## config.mk

```make
export PLATFORM = sky130hd
export DESIGN_NAME = pc_fetch_ctrl
export DESIGN_NICKNAME = d
export VERILOG_FILES = /design/src/rtl/mips_pkg.sv /design/src/rtl/pc_target_calc.sv /design/src/rtl/pc_fetch_ctrl.sv
export SDC_FILE = /design/constraint.sdc
export NUM_CORES = 1
export LEC_CHECK = 0
export BUFFER_PORTS_ARGS = -buffer_cell sky130_fd_sc_hd__clkbuf_2
export CORE_UTILIZATION = 42
export DETAILED_ROUTE_END_ITERATION = 16
export MAX_ROUTING_LAYER = met4
export PLACE_DENSITY_LB_ADDON = 0.08
export RECOVER_POWER = 100
export SKIP_LAST_GASP = 1
export SLEW_MARGIN = 20
export SYNTH_ARGS = -nofsm -noshare
export SYNTH_HDL_FRONTEND = slang
export SYNTH_SLANG_ARGS = --single-unit
```

## constraint.sdc

```tcl
create_clock -name clk -period 4.5 [get_ports clk]
set_clock_uncertainty 0.05 [all_clocks]
set_input_delay 0.9 -clock clk [delete_from_list [all_inputs] [get_ports clk]]
set_output_delay 0.9 -clock clk [all_outputs]
set_load 0.01 [all_outputs]
```

## src/rtl/mips_pkg.sv

```systemverilog
// Shared definitions for the MIPS fetch front end: redirect kinds,
// fetch sequencer states and default vectors.
package mips_pkg;

    localparam logic [31:0] DEF_RESET_PC   = 32'h0000_0000;
    localparam logic [31:0] DEF_EXC_VECTOR = 32'h0000_0180;

    typedef enum logic [1:0] {
        REDIR_BRANCH = 2'd0,
        REDIR_JUMP   = 2'd1,
        REDIR_JR     = 2'd2,
        REDIR_EXC    = 2'd3
    } redir_kind_e;

    typedef enum logic [1:0] {
        ST_IDLE  = 2'd0,
        ST_FETCH = 2'd1,
        ST_HOLD  = 2'd2
    } fetch_state_e;

endpackage

```

## src/rtl/pc_target_calc.sv

```systemverilog
// Combinational redirect target generator for branch, jump, jump-register
// and exception redirects.
module pc_target_calc
    import mips_pkg::*;
#(
    parameter logic [31:0] EXC_VECTOR = DEF_EXC_VECTOR
) (
    input  logic [1:0]  redir_kind,
    input  logic [31:0] redir_pc,
    input  logic [25:0] redir_imm,
    input  logic [31:0] redir_reg,
    output logic [31:0] target,
    output logic        misaligned
);

    logic [31:0] seq_pc;

    assign seq_pc = redir_pc + 32'd4;

    // Select the target by redirect kind; misaligned JR falls back to the exception vector.
    always_comb begin
        target     = EXC_VECTOR;
        misaligned = 1'b0;
        case (redir_kind_e'(redir_kind))
            REDIR_BRANCH: target = seq_pc + {{14{redir_imm[15]}}, redir_imm[15:0], 2'b00};
            REDIR_JUMP:   target = {seq_pc[31:28], redir_imm, 2'b00};
            REDIR_JR: begin
                if (redir_reg[1:0] == 2'b00) begin
                    target = redir_reg;
                end else begin
                    misaligned = 1'b1;
                end
            end
            default:      target = EXC_VECTOR;
        endcase
    end

endmodule

```

## src/rtl/pc_fetch_ctrl.sv

```systemverilog
// Fetch sequencer: owns the PC, runs the instruction-memory handshake,
// holds the fetched word for decode and applies control-flow redirects.
module pc_fetch_ctrl
    import mips_pkg::*;
#(
    parameter logic [31:0] RESET_PC   = DEF_RESET_PC,
    parameter logic [31:0] EXC_VECTOR = DEF_EXC_VECTOR
) (
    input  logic        clk,
    input  logic        reset,
    output logic        imem_req,
    output logic [31:0] imem_addr,
    input  logic        imem_ready,
    input  logic [31:0] imem_rdata,
    output logic        instr_valid,
    output logic [31:0] instr,
    output logic [31:0] instr_pc,
    input  logic        instr_ready,
    input  logic        redir_valid,
    input  logic [1:0]  redir_kind,
    input  logic [31:0] redir_pc,
    input  logic [25:0] redir_imm,
    input  logic [31:0] redir_reg,
    output logic        addr_err,
    output logic [31:0] pc
);

    fetch_state_e state, state_d;
    logic [31:0]  pc_d, pend_pc, pend_pc_d, instr_d, instr_pc_d;
    logic         kill, kill_d, addr_err_d;
    logic [31:0]  target;
    logic         misaligned;

    pc_target_calc #(
        .EXC_VECTOR (EXC_VECTOR)
    ) u_target (
        .redir_kind (redir_kind),
        .redir_pc   (redir_pc),
        .redir_imm  (redir_imm),
        .redir_reg  (redir_reg),
        .target     (target),
        .misaligned (misaligned)
    );

    // State, PC, pending-redirect and hold registers.
    always_ff @(posedge clk) begin
        if (reset) begin
            state    <= ST_IDLE;
            pc       <= RESET_PC;
            pend_pc  <= RESET_PC;
            kill     <= 1'b0;
            instr    <= '0;
            instr_pc <= '0;
            addr_err <= 1'b0;
        end else begin
            state    <= state_d;
            pc       <= pc_d;
            pend_pc  <= pend_pc_d;
            kill     <= kill_d;
            instr    <= instr_d;
            instr_pc <= instr_pc_d;
            addr_err <= addr_err_d;
        end
    end

    // Next-state and outputs. While a request is outstanding the PC (and so
    // imem_addr) is frozen; a redirect is parked in pend_pc and the response
    // is discarded via kill.
    always_comb begin
        state_d     = state;
        pc_d        = pc;
        pend_pc_d   = pend_pc;
        kill_d      = kill;
        instr_d     = instr;
        instr_pc_d  = instr_pc;
        addr_err_d  = redir_valid && misaligned;
        imem_req    = (state == ST_FETCH);
        imem_addr   = pc;
        instr_valid = (state == ST_HOLD) && !redir_valid;
        case (state)
            ST_IDLE: begin
                if (redir_valid) pc_d = target;
                state_d = ST_FETCH;
            end
            ST_FETCH: begin
                if (redir_valid) begin
                    if (imem_ready) begin
                        pc_d   = target;
                        kill_d = 1'b0;
                    end else begin
                        pend_pc_d = target;
                        kill_d    = 1'b1;
                    end
                end else if (imem_ready) begin
                    if (kill) begin
                        pc_d   = pend_pc;
                        kill_d = 1'b0;
                    end else begin
                        instr_d    = imem_rdata;
                        instr_pc_d = pc;
                        state_d    = ST_HOLD;
                    end
                end
            end
            ST_HOLD: begin
                if (redir_valid) begin
                    pc_d    = target;
                    state_d = ST_FETCH;
                end else if (instr_ready) begin
                    pc_d    = pc + 32'd4;
                    state_d = ST_FETCH;
                end
            end
            default: state_d = ST_IDLE;
        endcase
    end

endmodule

```

==> flow_summary.ini, run 1 <==
[synth]
synth_seq_cells = 132
yosys.area_share.simple_pct = 24.7
synthesis.area_mm2 = 0.00898
avgSynthCellArea_um2 = 7.44
ys_warn_count = 0
yosys.area_share.xor_xnor_pct = 6.49
synth_compound_area_share_pct = 25.7
synth-edff-count = 0
synth-seq-area-share_pct = 29.4
netlist_instances = 1208
synthDistinctLibCells = 75
synthesis.nets = 1379
synthAdderAreaFrac_pct = 5.93
postSynth.asyncResetShare_pct = 0
synth_top_family_by_area = compound AO/OA/AOI/OAI gates
synthMuxAreaShare_pct = 0.919
synthFlopType = dfxtp_1

[worst_setup_path]
crit_required_ns = 4.74
start_kind = input pin
r2r_start = state[1]
worst-path-max-fanout = 4
critPathCaptureType = flop
arrival_ns = 4.32
crit_path_start = redir_pc[2]
worstSetupPathType = in -> reg

[final_layout]
layout_commonest_cell = nand2_1
final_util_pct = 51.2
layoutNonFillerInstCount = 1699
final_cell_mix = nand2_1, clkbuf_1, a21oi_1
layout-drive-gt1-share_pct = 14.0
nets = 1582
synthToLayoutAreaGrowth_pct = 19.8

[global_routing]
antenna_found_initial = 1
grt_first_pass_wirelength_mm = 46.5
grt_pass1_vias = 8626
track_usage_pct = 27.5
overflow = 0
grt_max_degree = 70

[outcome]
status = complete, but fails checks
violations = max-capacitance violations, max-slew violations

[sta]
setup_ws_ns = 0.413
worst_slew_pin_slew_ns = 1.50
slew_headroom_pct = -0.271
fmax_mhz = 245
whs_ns = 0.403
finalMaxSlewViolations = 69
rsz0062_at_grt = false
fin_tns_setup_ns = 0
setup_viol = 0
hold_viol_final = 0
finalCriticalPeriod_ns = 4.09
period_share_pct = 90.8

[clocking]
numCtsBuffers = 17
clock-sinks = 132
clk_pin_slew_ns = 0.06
clockRootBuffer = clkbuf_16
cts_tree = done
h-tree-depth = 4
cts_buffer_depth = 2
insertion_delay_ns = 0.42
cts_resized = 0
post-cts-setup-buffers = 0
holdBufCountCts = 0

[route]
initialDrtViolationCount = 681
ant_nets = 0
wl_met3_mm = 1.74
top_layer = met4
via_per_inst = 5.56
met2_length_mm = 13.5
drcViolationCount = 0
drt-met1-wl_mm = 14.4
wl_mm = 30.2
num_vias = 9444
wl_per_cell_um = 17.8
first_pass_iters = 5

[power_and_ir_drop]
leakagePower_nw = 4.14
ir_drop_uv = 273
powerDensity_mw_per_mm2 = 363

[placed_design]
post-dp-hpwl_mm = 22.5
place_ws_ns = 0.0552
io_buffers = 259
dp_cells = 1667
place.gp.congestion = 0.945

[min_path]
hp-class = reg -> reg
min-delay-start = instr[15]

[floorplan]
start_util_pct = 42.7
core_area_mm2 = 0.0210
rows = 53
die-height_um = 148
pin_count = 260
die_w_um = 148
dieArea_mm2 = 0.0220

[run]
max_cap_viol_count = 2
[per-layer routing]
metal	vias up	track usage (%)
met1	4353	37.4
li1	4722	-
met3	34	4.02
met2	335	42.4
met5	-	-
met4	0	7.37
[worst paths after layout]
path / cells past startpoint / to / slack, ns
setup / recovery: 18 / pend_pc[29] / 0.41
hold / removal: 2 / instr[15] / 0.40
setup reg to reg: 9 / imem_addr[9] / 0.83
hold reg to reg: 2 / instr[15] / 0.40
[sequential cells by signal, summed over array words and instances, names as in the netlist]
signal     flops
pend_pc       32
imem_addr     32
state          2
instr_pc      32
instr         32
addr_err       1
kill           1
[through the flow]
stage                     instance area (um2)  power, mW
final                                   10800       3.91
after CTS                               11000       3.96
after global routing                    10800       4.11
after detailed placement                10300       2.47
after floorplan                          8980       2.09
after global placement                  10300       2.47
[critical path, cell delays in order]
cell and delay, ns:
clkbuf_1 0.14, ha_1 0.21, and4_1 0.27, nand3_1 0.16, nor4_1 0.26, clkbuf_1 0.22, nand2_1 0.09, xnor2_1 0.15
ha_1 0.30, buf_4 0.13, nand2_1 0.05, o21a_1 0.22, o21a_1 0.17, o21ai_0 0.32, nor4b_1 0.09, mux2_2 0.29
a221oi_2 0.23, a211oi_1 0.11
[logic make-up (layout without fill, tap and decap cells)]
kind of cell / count (synthesis) / after routing
compound gates: 354 / 354
buf+inv: 129 / 344
other cells: 0 / 1
mux: 8 / 8
fa+ha+maj: 42 / 42
simple gates: 478 / 478
xor+xnor: 65 / 65
flops: 132 / 132
[power breakdown]
part | switching, mW | internal (mW) | leakage (nW)
Sequential | 0.123 | 1.25 | 1.07
Combinational | 0.658 | 0.390 | 2.77
Clock | 0.554 | 0.936 | 0.300
Total | 1.33 | 2.58 | 4.14
[cell type report]
cell class,count,area (um2)
Fill cell,2230,10300
Multi-Input combinational cell,947,5740
Sequential cell,132,2640
Timing Repair Buffer,286,1310
Clock buffer,18,429
Tap cell,275,344
Clock inverter,13,199
Inverter,27,101
Antenna cell,1,2.50
[cell usage after synthesis, types with 4 or more instances]
library cell	number	area, um2
and2_1	8	50.1
or3_1	4	25.0
nand3b_1	8	60.1
a221oi_1	17	149
nand2_1	208	781
o21a_1	9	67.6
nor3_1	32	160
ha_1	41	513
xor2_1	18	158
o211ai_1	5	37.5
dfxtp_1	132	2640
a222oi_1	9	90.1
nand3_1	34	170
buf_4	32	240
clkbuf_1	59	221
a211oi_1	38	285
a22o_1	6	52.6
o31ai_1	7	52.6
a21oi_1	139	696
a31oi_1	6	37.5
buf_1	5	18.8
inv_1	27	101
mux2i_1	6	60.1
nor2_1	105	394
a311oi_1	4	35.0
nand4_1	11	68.8
a211o_1	7	61.3
or2_2	6	37.5
buf_2	6	30.0
and3_1	15	93.8
a22oi_1	12	90.1
xnor2_1	46	403
nor4_1	9	56.3
nand2b_1	6	37.5
nor2b_1	8	50.1
a21o_1	11	82.6
o21bai_1	4	30.0
o21ai_0	46	230
and4_1	6	52.6
(Power assumes the default switching activity.)
==> inputs of run 2 (changes only) <==
RECOVER_POWER = 50   (was 100)
clock period = 3.76 ns   (was 4.5 ns; I/O delays follow)
==> flow_summary.ini, run 2 (same netlist as run 1, synthesis figures left out) <==
[final_layout]
nFillCells = 2131
layout_commonest_cell = nand2_1
nets = 1685
layout-drive-gt1-share_pct = 21.9
layoutNonFillerInstCount = 1802
synthToLayoutAreaGrowth_pct = 29.5
final_cell_mix = nand2_1, a21oi_1, dfxtp_1
antenna_cells = 0

[min_path]
hold_depth = 2
min_to = instr_pc[28]
hp-class = reg -> reg
min-delay-start = instr_pc[28]

[route]
wl_mm = 30.0
via_per_inst = 5.42
initialDrtViolationCount = 720
drcViolationCount = 0
num_vias = 9773
ant_nets = 0
wl_per_cell_um = 16.7
first_pass_iters = 8

[sta]
hold_viol_final = 0
setup_viol = 0
worst_slew_pin_slew_ns = 0.785
period_share_pct = 97.0
fmax_mhz = 274
finalMaxSlewViolations = 0
slew_headroom_pct = 47.7
finalCriticalPeriod_ns = 3.65
whs_ns = 0.401

[clocking]
post-cts-setup-buffers = 0
clk_pin_slew_ns = 0.06
cts_tree = done
clockRootBuffer = clkbuf_16
clock-sinks = 132
cts_buffer_depth = 2
h-tree-depth = 4
numCtsBuffers = 17
insertion_delay_ns = 0.41

[worst_setup_path]
start_kind = input pin
crit_required_ns = 3.98
ff2ff_path_depth = 8
reg2reg_to = imem_addr[27]
worstSetupPathType = in -> reg
worst-path-max-fanout = 3
r2r_start = state[1]
r2r_slack_ns = 1.02
critPathCaptureType = flop
arrival_ns = 3.87

[placed_design]
place.gp.congestion = 0.890
io_buffers = 259
post-dp-hpwl_mm = 22.7
dp_cells = 1770

[global_routing]
antenna_found_initial = 0
grt_max_degree = 65
grt_first_pass_wirelength_mm = 46.8
overflow = 0
grt_pass1_vias = 8790
track_usage_pct = 27.6

[power_and_ir_drop]
leakagePower_nw = 4.68
powerDensity_mw_per_mm2 = 396
ir_drop_uv = 308
finalPower_mw = 4.61

[outcome]
status = finished clean

[floorplan]
dieArea_mm2 = 0.0220
rows = 53
die_w_um = 148
start_util_pct = 42.7
core_area_mm2 = 0.0210
pin_count = 260
die-height_um = 148

[run]
max_cap_viol_count = 0
-- run 2: cell count changes in the layout (fill, tap and decap cells not counted), sizes merged --
cell and delta:
diode -1, clkbuf -6, clkinv +1, inv +1, clkinvlp +1, bufinv -3
buf +110
-- run 2: through the flow --
stage	utilization, %	TNS, ns	setup WS (ns)	area (um2)
after floorplan	-	0	0.0406	9010
after global placement	53.0	-3.08	-0.264	11100
after CTS	55.7	0	0.172	11700
final	55.3	0	0.111	11600
after detailed placement	53.0	-4.00	-0.257	11100
after global routing	55.3	-0.0234	-0.00956	11600
-- run 2: worst max-delay path, cell delays in order --
cell and delay, ns:
clkbuf_2 0.10, ha_1 0.15, and4_2 0.27, nand3_4 0.11, nor4_4 0.27, nand2_1 0.14
xnor2_2 0.16, ha_1 0.29, and3_1 0.17, nand4_1 0.16, buf_4 0.18, nand2b_1 0.15
a31oi_1 0.16, a211oi_1 0.08, xor2_1 0.17, a222oi_1 0.31, buf_4 0.18, o32ai_1 0.06
-- run 2: worst max path at each step --
stage | depth (start not counted) | end | slack (ns) | from
finish | 18 | imem_addr[31] | 0.11 | redir_pc[2]
global route | 14 | imem_addr[24] | -0.01 | redir_pc[2]
CTS | 16 | imem_addr[20] | 0.17 | redir_pc[2]
detailed placement | 18 | imem_addr[31] | -0.26 | redir_pc[2]
global placement | 16 | imem_addr[20] | -0.26 | redir_pc[2]
floorplan | 15 | pend_pc[29] | 0.04 | redir_pc[2]
-- run 2: area by class of cell --
class	count	area (um2)	area share (%)
inverter	27	101	0.871
multi-input combinational	947	5860	50.4
tap	275	344	2.96
clock buffer	19	433	3.72
sequential	132	2640	22.7
timing repair buffer	389	2120	18.3
clock inverter	13	124	1.07
-- run 2: power breakdown --
group	leakage [nW]	internal [mW]	switching, mW
sequential	1.07	1.50	0.150
clock	0.265	0.919	0.654
combinational	3.35	0.573	0.814
total	4.68	2.99	1.62
-- run 2: what timing repair did --
item,in CTS,in global routing
endpoints found under the setup margin,0,14
endpoints found under the hold margin,0,0
hold buffers,0,0
resized for setup,0,19
-- run 2: layer usage --
| layer | share of wire [%] | track usage, % | up-vias |
|---|---|---|---|
| met5 | 0 | - | - |
| met4 | 0.97 | 6.70 | 0 |
| met3 | 6.6 | 3.90 | 25 |
| met2 | 44 | 41.8 | 384 |
| met1 | 49 | 38.4 | 4441 |
| li1 | - | - | 4923 |
